`src/rtl/serial_sub_pkg.sv`:
```
// Shared types and defaults for the bit-serial subtractor.
//   sub_state_t   : control FSM state encoding (IDLE, RUN, DONE)
//   WIDTH_DEFAULT : default operand/result width
package serial_sub_pkg;

  typedef enum logic [1:0] {IDLE, RUN, DONE} sub_state_t;

  localparam int unsigned WIDTH_DEFAULT = 8;

endpackage

```
`src/rtl/serial_subtractor_if.sv`:
```
// Handshake/data bundle for serial_subtractor.
//   in_valid/in_ready   : operand handshake (A, B, Bin)
//   out_valid/out_ready : result handshake (D, Bout, OVF)
//   OVF exists only when SIGNED_OVF_EN is defined.
// Modports: master = producer/consumer side (testbench), slave = subtractor.
interface serial_subtractor_if #(
  parameter int unsigned WIDTH = serial_sub_pkg::WIDTH_DEFAULT
);
  logic             in_valid;
  logic             in_ready;
  logic [WIDTH-1:0] A;
  logic [WIDTH-1:0] B;
  logic             Bin;
  logic             out_valid;
  logic             out_ready;
  logic [WIDTH-1:0] D;
  logic             Bout;
`ifdef SIGNED_OVF_EN
  logic             OVF;

  modport master (
    output in_valid, A, B, Bin, out_ready,
    input  in_ready, out_valid, D, Bout, OVF
  );
  modport slave (
    input  in_valid, A, B, Bin, out_ready,
    output in_ready, out_valid, D, Bout, OVF
  );
`else
  modport master (
    output in_valid, A, B, Bin, out_ready,
    input  in_ready, out_valid, D, Bout
  );
  modport slave (
    input  in_valid, A, B, Bin, out_ready,
    output in_ready, out_valid, D, Bout
  );
`endif
endinterface

```
`src/rtl/full_subtractor.sv`:
```
// One-bit full subtractor cell: D = A - B - Bin.
//   A, B, Bin : minuend bit, subtrahend bit, borrow in
//   D, Bout   : difference bit, borrow out
module full_subtractor (
  input  logic A,
  input  logic B,
  input  logic Bin,
  output logic D,
  output logic Bout
);
  assign D    = A ^ B ^ Bin;
  assign Bout = (~A & B) | (~(A ^ B) & Bin);
endmodule

```
`src/rtl/serial_subtractor.sv`:
```
// Bit-serial subtractor: D = A - B - Bin (mod 2^WIDTH), one bit per clock, LSB first,
// through a single full_subtractor cell. One operation in flight at a time.
// Ports:
//   clk   : rising-edge clock
//   rst_n : asynchronous active-low reset
//   bus   : serial_subtractor_if.slave (operand and result valid/ready handshakes)
// Config: define SIGNED_OVF_EN to add the registered signed-overflow flag OVF.
module serial_subtractor
  import serial_sub_pkg::*;
#(
  parameter int unsigned WIDTH = WIDTH_DEFAULT
) (
  input logic                clk,
  input logic                rst_n,
  serial_subtractor_if.slave bus
);

  localparam int unsigned CntW = $clog2(WIDTH);

  sub_state_t       state_q, state_d;
  logic [WIDTH-1:0] a_sh_q, a_sh_d;
  logic [WIDTH-1:0] b_sh_q, b_sh_d;
  // Collects the low WIDTH-1 result bits; the last bit is merged straight into d_q.
  logic [WIDTH-2:0] d_sh_q, d_sh_d;
  logic [WIDTH-1:0] d_q, d_d;
  logic             borrow_q, borrow_d;
  logic             bout_q, bout_d;
  logic [CntW-1:0]  cnt_q, cnt_d;
  logic             fs_diff, fs_bout;
`ifdef SIGNED_OVF_EN
  logic             a_msb_q, a_msb_d;
  logic             b_msb_q, b_msb_d;
  logic             ovf_q, ovf_d;
`endif

  full_subtractor u_fs (
    .A    (a_sh_q[0]),
    .B    (b_sh_q[0]),
    .Bin  (borrow_q),
    .D    (fs_diff),
    .Bout (fs_bout)
  );

  always_comb begin
    state_d  = state_q;
    a_sh_d   = a_sh_q;
    b_sh_d   = b_sh_q;
    d_sh_d   = d_sh_q;
    d_d      = d_q;
    borrow_d = borrow_q;
    bout_d   = bout_q;
    cnt_d    = cnt_q;
`ifdef SIGNED_OVF_EN
    a_msb_d  = a_msb_q;
    b_msb_d  = b_msb_q;
    ovf_d    = ovf_q;
`endif
    unique case (state_q)
      IDLE: begin
        if (bus.in_valid) begin
          state_d  = RUN;
          a_sh_d   = bus.A;
          b_sh_d   = bus.B;
          borrow_d = bus.Bin;
          cnt_d    = '0;
`ifdef SIGNED_OVF_EN
          a_msb_d  = bus.A[WIDTH-1];
          b_msb_d  = bus.B[WIDTH-1];
`endif
        end
      end
      RUN: begin
        a_sh_d             = a_sh_q >> 1;
        b_sh_d             = b_sh_q >> 1;
        d_sh_d             = d_sh_q >> 1;
        d_sh_d[WIDTH-2]    = fs_diff;
        borrow_d           = fs_bout;
        if (cnt_q == CntW'(WIDTH - 1)) begin
          // Final bit: publish the result; cnt holds so it never wraps.
          state_d = DONE;
          d_d     = {fs_diff, d_sh_q};
          bout_d  = fs_bout;
`ifdef SIGNED_OVF_EN
          ovf_d   = (a_msb_q != b_msb_q) && (fs_diff != a_msb_q);
`endif
        end else begin
          cnt_d = cnt_q + 1'b1;
        end
      end
      DONE: begin
        if (bus.out_ready) state_d = IDLE;
      end
      default: state_d = IDLE;
    endcase
  end

  always_ff @(posedge clk or negedge rst_n) begin
    if (!rst_n) begin
      state_q  <= IDLE;
      a_sh_q   <= '0;
      b_sh_q   <= '0;
      d_sh_q   <= '0;
      d_q      <= '0;
      borrow_q <= 1'b0;
      bout_q   <= 1'b0;
      cnt_q    <= '0;
`ifdef SIGNED_OVF_EN
      a_msb_q  <= 1'b0;
      b_msb_q  <= 1'b0;
      ovf_q    <= 1'b0;
`endif
    end else begin
      state_q  <= state_d;
      a_sh_q   <= a_sh_d;
      b_sh_q   <= b_sh_d;
      d_sh_q   <= d_sh_d;
      d_q      <= d_d;
      borrow_q <= borrow_d;
      bout_q   <= bout_d;
      cnt_q    <= cnt_d;
`ifdef SIGNED_OVF_EN
      a_msb_q  <= a_msb_d;
      b_msb_q  <= b_msb_d;
      ovf_q    <= ovf_d;
`endif
    end
  end

  assign bus.in_ready  = (state_q == IDLE);
  assign bus.out_valid = (state_q == DONE);
  assign bus.D         = d_q;
  assign bus.Bout      = bout_q;
`ifdef SIGNED_OVF_EN
  assign bus.OVF       = ovf_q;
`endif

endmodule

```
`src/flat_wrapper.sv`:
```
// flat-port wrapper written by rule: the top's interface ports become plain ports
module serial_subtractor_flat import serial_sub_pkg::*;
#(
  parameter int unsigned WIDTH = WIDTH_DEFAULT
)
  (clk, rst_n, bus_in_valid, bus_A, bus_B, bus_Bin, bus_out_ready, bus_in_ready, bus_out_valid, bus_D, bus_Bout);
  serial_subtractor_if #(.WIDTH(WIDTH)) bus_i ();
  input logic clk;
  input logic rst_n;
  input wire logic [$bits(bus_i.in_valid)-1:0] bus_in_valid;
  input wire logic [$bits(bus_i.A)-1:0] bus_A;
  input wire logic [$bits(bus_i.B)-1:0] bus_B;
  input wire logic [$bits(bus_i.Bin)-1:0] bus_Bin;
  input wire logic [$bits(bus_i.out_ready)-1:0] bus_out_ready;
  output wire logic [$bits(bus_i.in_ready)-1:0] bus_in_ready;
  output wire logic [$bits(bus_i.out_valid)-1:0] bus_out_valid;
  output wire logic [$bits(bus_i.D)-1:0] bus_D;
  output wire logic [$bits(bus_i.Bout)-1:0] bus_Bout;
  assign bus_i.in_valid = bus_in_valid;
  assign bus_i.A = bus_A;
  assign bus_i.B = bus_B;
  assign bus_i.Bin = bus_Bin;
  assign bus_i.out_ready = bus_out_ready;
  assign bus_in_ready = bus_i.in_ready;
  assign bus_out_valid = bus_i.out_valid;
  assign bus_D = bus_i.D;
  assign bus_Bout = bus_i.Bout;
  serial_subtractor #(.WIDTH(WIDTH)) u_core (.clk(clk), .rst_n(rst_n), .bus(bus_i));
endmodule
```
`config.mk`:
```
export PLATFORM = sky130hd
export DESIGN_NAME = serial_subtractor_flat
export DESIGN_NICKNAME = d
export VERILOG_FILES = /design/src/rtl/serial_sub_pkg.sv /design/src/rtl/serial_subtractor_if.sv /design/src/rtl/full_subtractor.sv /design/src/rtl/serial_subtractor.sv /design/src/flat_wrapper.sv
export SDC_FILE = /design/constraint.sdc
export NUM_CORES = 1
export LEC_CHECK = 0
export ABC_AREA = 1
export BUFFER_PORTS_ARGS = -buffer_cell sky130_fd_sc_hd__clkbuf_2
export CAP_MARGIN = 25
export CORE_MARGIN = 3
export CORE_UTILIZATION = 59
export CTS_CLUSTER_SIZE = 8
export DETAILED_ROUTE_END_ITERATION = 6
export PLACE_DENSITY = 0.84
export SYNTH_ARGS = -nofsm -noshare
export SYNTH_HDL_FRONTEND = slang
export SYNTH_HIERARCHICAL = 1
export SYNTH_SLANG_ARGS = --single-unit
```
`constraint.sdc`:
```
create_clock -name clk -period 3.8 [get_ports clk]
set_input_delay 0.38 -clock clk [delete_from_list [all_inputs] [get_ports clk]]
set_output_delay 0.38 -clock clk [all_outputs]
set_load 0.01 [all_outputs]
```
# Word level (Yosys, flattened, before mapping)
# Index checks and enable logic that the tools add are counted.
# word_totals
reg_bits	38
in_bits	21
out_inout_bits	11
wordCells	42
# op_classes
n_addsub	1
eq_ne	7
mux	13
bitwise_logic	7
n_reduce_logical	6
# op_table
cell	n
case mux 8 bit (2 select lines)	2
two-way mux 8 bit	2
two-way mux 2 bit	3
two-way mux 3 bit	2
inequality test 2 bit (second input constant)	3
case mux 2 bit (3 select lines)	1
case mux 3 bit (2 select lines)	1
AND reduction 3 bit	2
AND reduction 2 bit	2
adder 3 x 1 -> 3 bit (second input constant)	1
equality test 3 bit (second input constant)	1
AND 1 bit	2
equality test 2 x 1 -> 1 bit (second input constant)	1
equality test 2 bit (second input constant)	1
zero test 2 bit	1
inequality test 2 x 1 -> 1 bit (second input constant)	1
inverter 1 bit	2
case mux 1 bit (2 select lines)	1
nonzero test 2 bit	1
bitwise XOR 1 bit	2
two-way mux 1 bit	1
OR 1 bit	1

# Longest topological paths before layout
# logic_depth
depth_word	5
ltp_mapped	8

# By module
# The synthesis kept the hierarchy.
# by_module_without_submodules
module	instances	cells_per_inst	area_per_inst_um2
serial_subtractor	1	212	1755.4
full_subtractor	1	4	31.3

# Worst setup path after synthesis
# OpenSTA, ideal clock, no wires.
# synth_path
kind	register to register
startpoint	register u_core.cnt_q[0]
endpoint	register u_core.cnt_q[0]
setup_ns	0.118
t_arrival_ns	1.115
required_time_ns	3.682
slack_ns	2.567
stages_incl_launch_ff	7
path_buffers	0
synth_period_minus_slack_ns	1.233
path_cell_list	dfrtp_1 ha_1 ha_1 inv_1 nand2_1 nand3_1 nand2_1
# synth_between
elab_chain_cells	3
word_cells_on_any_way	6
# synth_rtl
element	line_no	source
start, declared	serial_subtractor.sv:28	logic [CntW-1:0] cnt_q, cnt_d;
start signal, assigned	serial_subtractor.sv:120	cnt_q <= cnt_d;
adder 3 x 1 -> 3 bit or equality test 3 bit (tied branches)	serial_subtractor.sv:87, serial_subtractor.sv:78	
two-way mux 3 bit or inequality test 2 bit (tied branches)	--	
case mux 3 bit (2 select lines) or AND reduction 3 bit (tied branches)	--	
# Parallel ways exist; a longest one is shown, timed or not. The select of a mux whose other input is x is not followed.
# A chain may end at the register's enable or synchronous reset.

# Final worst setup path
# layout_path
startpoint	register u_core.state_q[0]
endpoint	output bus_in_ready
# layout_between
elab_chain_cells	1
# layout_rtl
element	line_no	source
start, declared	serial_subtractor.sv:20	sub_state_t state_q, state_d;
start signal, assigned	serial_subtractor.sv:113	state_q <= state_d;
zero test 2 bit	serial_subtractor.sv:129	assign bus.in_ready = (state_q == IDLE);
end, declared	flat_wrapper.sv:15	output wire logic [$bits(bus_i.in_ready)-1:0] bus_in_ready;
# Every way passes these cells.

==> results.md <==
- Power per standard cell area: slightly above 800 mW/mm^2
- Net count of the mapped netlist: 240
- Part of the Yosys area used for sequential elements: approximately 53%
- Effective utilization at floorplan: 63.16%
- Number of H-tree levels: 2
- Biggest area contributors in the synthesized netlist: sky130_fd_sc_hd__dfrtp_1 53%, sky130_fd_sc_hd__nand2_1 22%, sky130_fd_sc_hd__nand3_1 6.2%, sky130_fd_sc_hd__o21ai_0 3.9%, sky130_fd_sc_hd__buf_6 3.2%
- Hold Path Class: in2async
- Latest clock arrival within the worst-skew pair: 350 ps
- RSZ-0062 raised after global routing: no
- Total wire length after detailed routing: roughly 3300 um
- Area added between synthesis and finish: 10.22%
- Detail Route Antenna Nets: 0
- Post-DP HPWL: ~2200 um
- Period utilisation layout: roughly 54%
- Count of clock tree sinks: 38
- Distinct cell type count of the synthesized netlist: 18
- Routability congestion estimate: approximately 0.76
- Initial antenna violation count: 0
- Global Route met3 Usage: between 5 and 6%
- Vias per inst: 5.142
- Top cell type's share of synthesized area: 53.22%
- Transition at the pin with the smallest max-transition slack: between 900 and 1000 ps
- Headroom to the max-slew limit: approximately two fifths
- Total Nets Final: ~270
- Number of iterations in the first detailed-routing pass: 5
- Die area: roughly 0.0037 sq mm
- Maximum number of pins on one net before global-route repair: 39
- Row count: 19
- Flip-flop and latch count after synthesis: 38
- Std-Cell Core Area: between 0.002 and 0.003 sq mm
- Critical Path RT: ~3400 ps
- Number of port buffers: 31
- Sum of negative setup slack: 0 ps
- Final Max Tran Viols: 0
- Status: completed
- Largest area contributor in the synthesized netlist: sky130_fd_sc_hd__dfrtp_1
- Static leakage power: between 1 and 1.5 nW
- Top Ports: 32
- Max Clock Skew: 9.400 ps
- Setup violation total in the final timing report: 0
- Maximum vdd drop: around 0.39 mV
- Remaining DRCs: 0
- Kind of end point of the critical path: output pin
- Die span in y: 61.03 um
- Layout cell share with drive strength beyond 1: a little under a fifth
- Remaining Overflow, GRT: 0
- Initial detailed-routing violation count: 81
- Average size of a mapped cell: between 8 and 9 sq um
- Most crowded layer after global routing: met2
- Filler instances: around 250
- Clock tree root driver cell: sky130_fd_sc_hd__clkbuf_4
- Post-synth design cell area: about 0.0018 sq mm
- Post-CTS Setup Repair Bufs: 0
- Crit Path Class: reg2out
- Final routed wire length divided by cell count: 11.99 um
- TritonCTS clock tree: done
- Count of final hold-check violations: 0
- Inserted Clock Buffers: 5
- Ant. Diodes: 0
- CP Launch Type: flip-flop
- Post-CTS Hold Fix Bufs: 0
- Maximum capacitance violations: 0
- Global-route wire length before repair: between 5000 and 6000 um
- Min Clock Period, post-route: a little over 2000 ps
- Max Buffers Root-to-Sink: 2
- Yosys Warn Count: 6
- Gr usage total: approximately a fifth
- PnR Total Power: 1.604 mW
- Clock transition at the registers of the reported paths: roughly 120 ps
- Met2 track demand over resource in global routing: between 30% and 40%
- Via count of the first global-routing pass: 1,275
- Via count: between 1,000 and 1,500
- CP arrival: approximately 1700 ps
- Upper clock frequency limit: 488.7 MHz
- # resized after CTS: 0
- Post-Syn Instances: ~220
- Met1 Usage GRT: between 20% and 30%
- Horizontal extent of the die: 61.03 um
- Maximum net fanout on the critical path: 24
layout by cell type, fill, tap and decap left out, drive strengths merged:
| cell | instances |
|---|---|
| clkinv | 2 |
| o21ai | 15 |
| fa | 1 |
| nor2 | 3 |
| o31ai | 1 |
| nand4 | 3 |
| dfrtp | 38 |
| inv | 15 |
| nand3 | 22 |
| nand2 | 105 |
| bufinv | 1 |
| ha | 2 |
| clkbuf | 36 |
sequential cells by signal (all words and copies together) (netlist names):
| register | flops |
|---|---|
| u_core/a_sh_q | 8 |
| u_core/b_sh_q | 8 |
| u_core/bus.D | 8 |
| u_core/d_sh_q | 7 |
| u_core/cnt_q | 3 |
| u_core/state_q | 2 |
| u_core/borrow_q | 1 |
| u_core/bus.Bout | 1 |
final cells by class:
class                           count  area [sq um]  share of cell area, %
Clock buffer                        5         37.54                  1.906
Clock inverter                      3         40.04                  2.033
Inverter                           15         56.30                  2.859
Multi-Input combinational cell    152         690.7                  35.07
Sequential cell                    38         950.9                  48.28
Tap cell                           31         38.79                  1.970
Timing Repair Buffer               31         155.1                  7.878
metrics by stage:
step                worst slack [ps]  hold WS [ps]  cell area, sq um  utilization, %  cells
floorplan                       2567         84.41              1787               -    216
global placement                2050         454.3              1892           66.87    267
detailed placement              1999         458.8              1892           66.87    267
CTS                             1759         149.0              1969           69.62    275
global route                    1640         178.8              1969           69.62    275
finish                          1754         133.1              1969           69.62    275
metal layers:
layer / share of wire (%) / wire length (um)
met2: 44 / 1439
met3: 5.8 / 192
met1: 49 / 1601
met5: 0 / 0
met4: 1.9 / 62
logic make-up (layout without fill, tap and decap cells):
group | Yosys count | after routing | share of synthesized area (%)
AOI/OAI and AO/OA | 16 | 16 | 5.253
adders and majority gates | 3 | 3 | 2.521
buffers and inverters | 26 | 54 | 8.123
DFF | 38 | 38 | 53.22
and+or+nand+nor | 133 | 133 | 30.88
worst max-delay path, cell delays in order, from the launching register on:
cell and delay (ps):
sky130_fd_sc_hd__dfrtp_1 890, sky130_fd_sc_hd__nor2_1 240, sky130_fd_sc_hd__clkbuf_2 190
synthesized netlist by cell type:
cell type / n
sky130_fd_sc_hd__nand2_2: 1
sky130_fd_sc_hd__ha_1: 2
sky130_fd_sc_hd__buf_6: 5
sky130_fd_sc_hd__nand2_4: 1
sky130_fd_sc_hd__inv_2: 3
sky130_fd_sc_hd__buf_2: 5
sky130_fd_sc_hd__fa_1: 1
sky130_fd_sc_hd__nor2_4: 1
sky130_fd_sc_hd__buf_4: 1
sky130_fd_sc_hd__inv_1: 12
sky130_fd_sc_hd__o21ai_0: 14
sky130_fd_sc_hd__o31ai_1: 1
sky130_fd_sc_hd__nand4_1: 3
sky130_fd_sc_hd__o21ai_4: 1
sky130_fd_sc_hd__nand3_1: 22
sky130_fd_sc_hd__nor2_1: 2
sky130_fd_sc_hd__dfrtp_1: 38
sky130_fd_sc_hd__nand2_1: 103
path summary, 6_finish.rpt:
| path | slack, ps | endpoint | startpoint | cells past startpoint |
|---|---|---|---|---|
| worst min-delay path | 130 | u_core/bus.D[5]$_DFFE_PN0P_ | rst_n | 1 |
| worst min register to register | 490 | u_core/b_sh_q[7]$_DFFE_PN0P_ | u_core/b_sh_q[7]$_DFFE_PN0P_ | 2 |
| worst max register to register | 1980 | u_core/a_sh_q[6]$_DFFE_PN0P_ | u_core/state_q[0]$_DFFE_PN0P_ | 5 |
| worst max-delay path | 1750 | bus_in_ready | u_core/state_q[0]$_DFFE_PN0P_ | 2 |
| max in group asynchronous | 3100 | u_core/b_sh_q[3]$_DFFE_PN0P_ | rst_n | 1 |
| min in group clk | 220 | u_core/state_q[1]$_DFFE_PN0P_ | bus_out_ready | 2 |
report_power, final:
part           switching [mW]  internal [mW]  total (mW)
Combinational           0.399          0.230       0.630
Sequential              0.126          0.579       0.705
Clock                   0.134          0.136       0.270
Total                   0.659          0.946        1.60
Note: power is estimated with default switching activity, not from simulation.
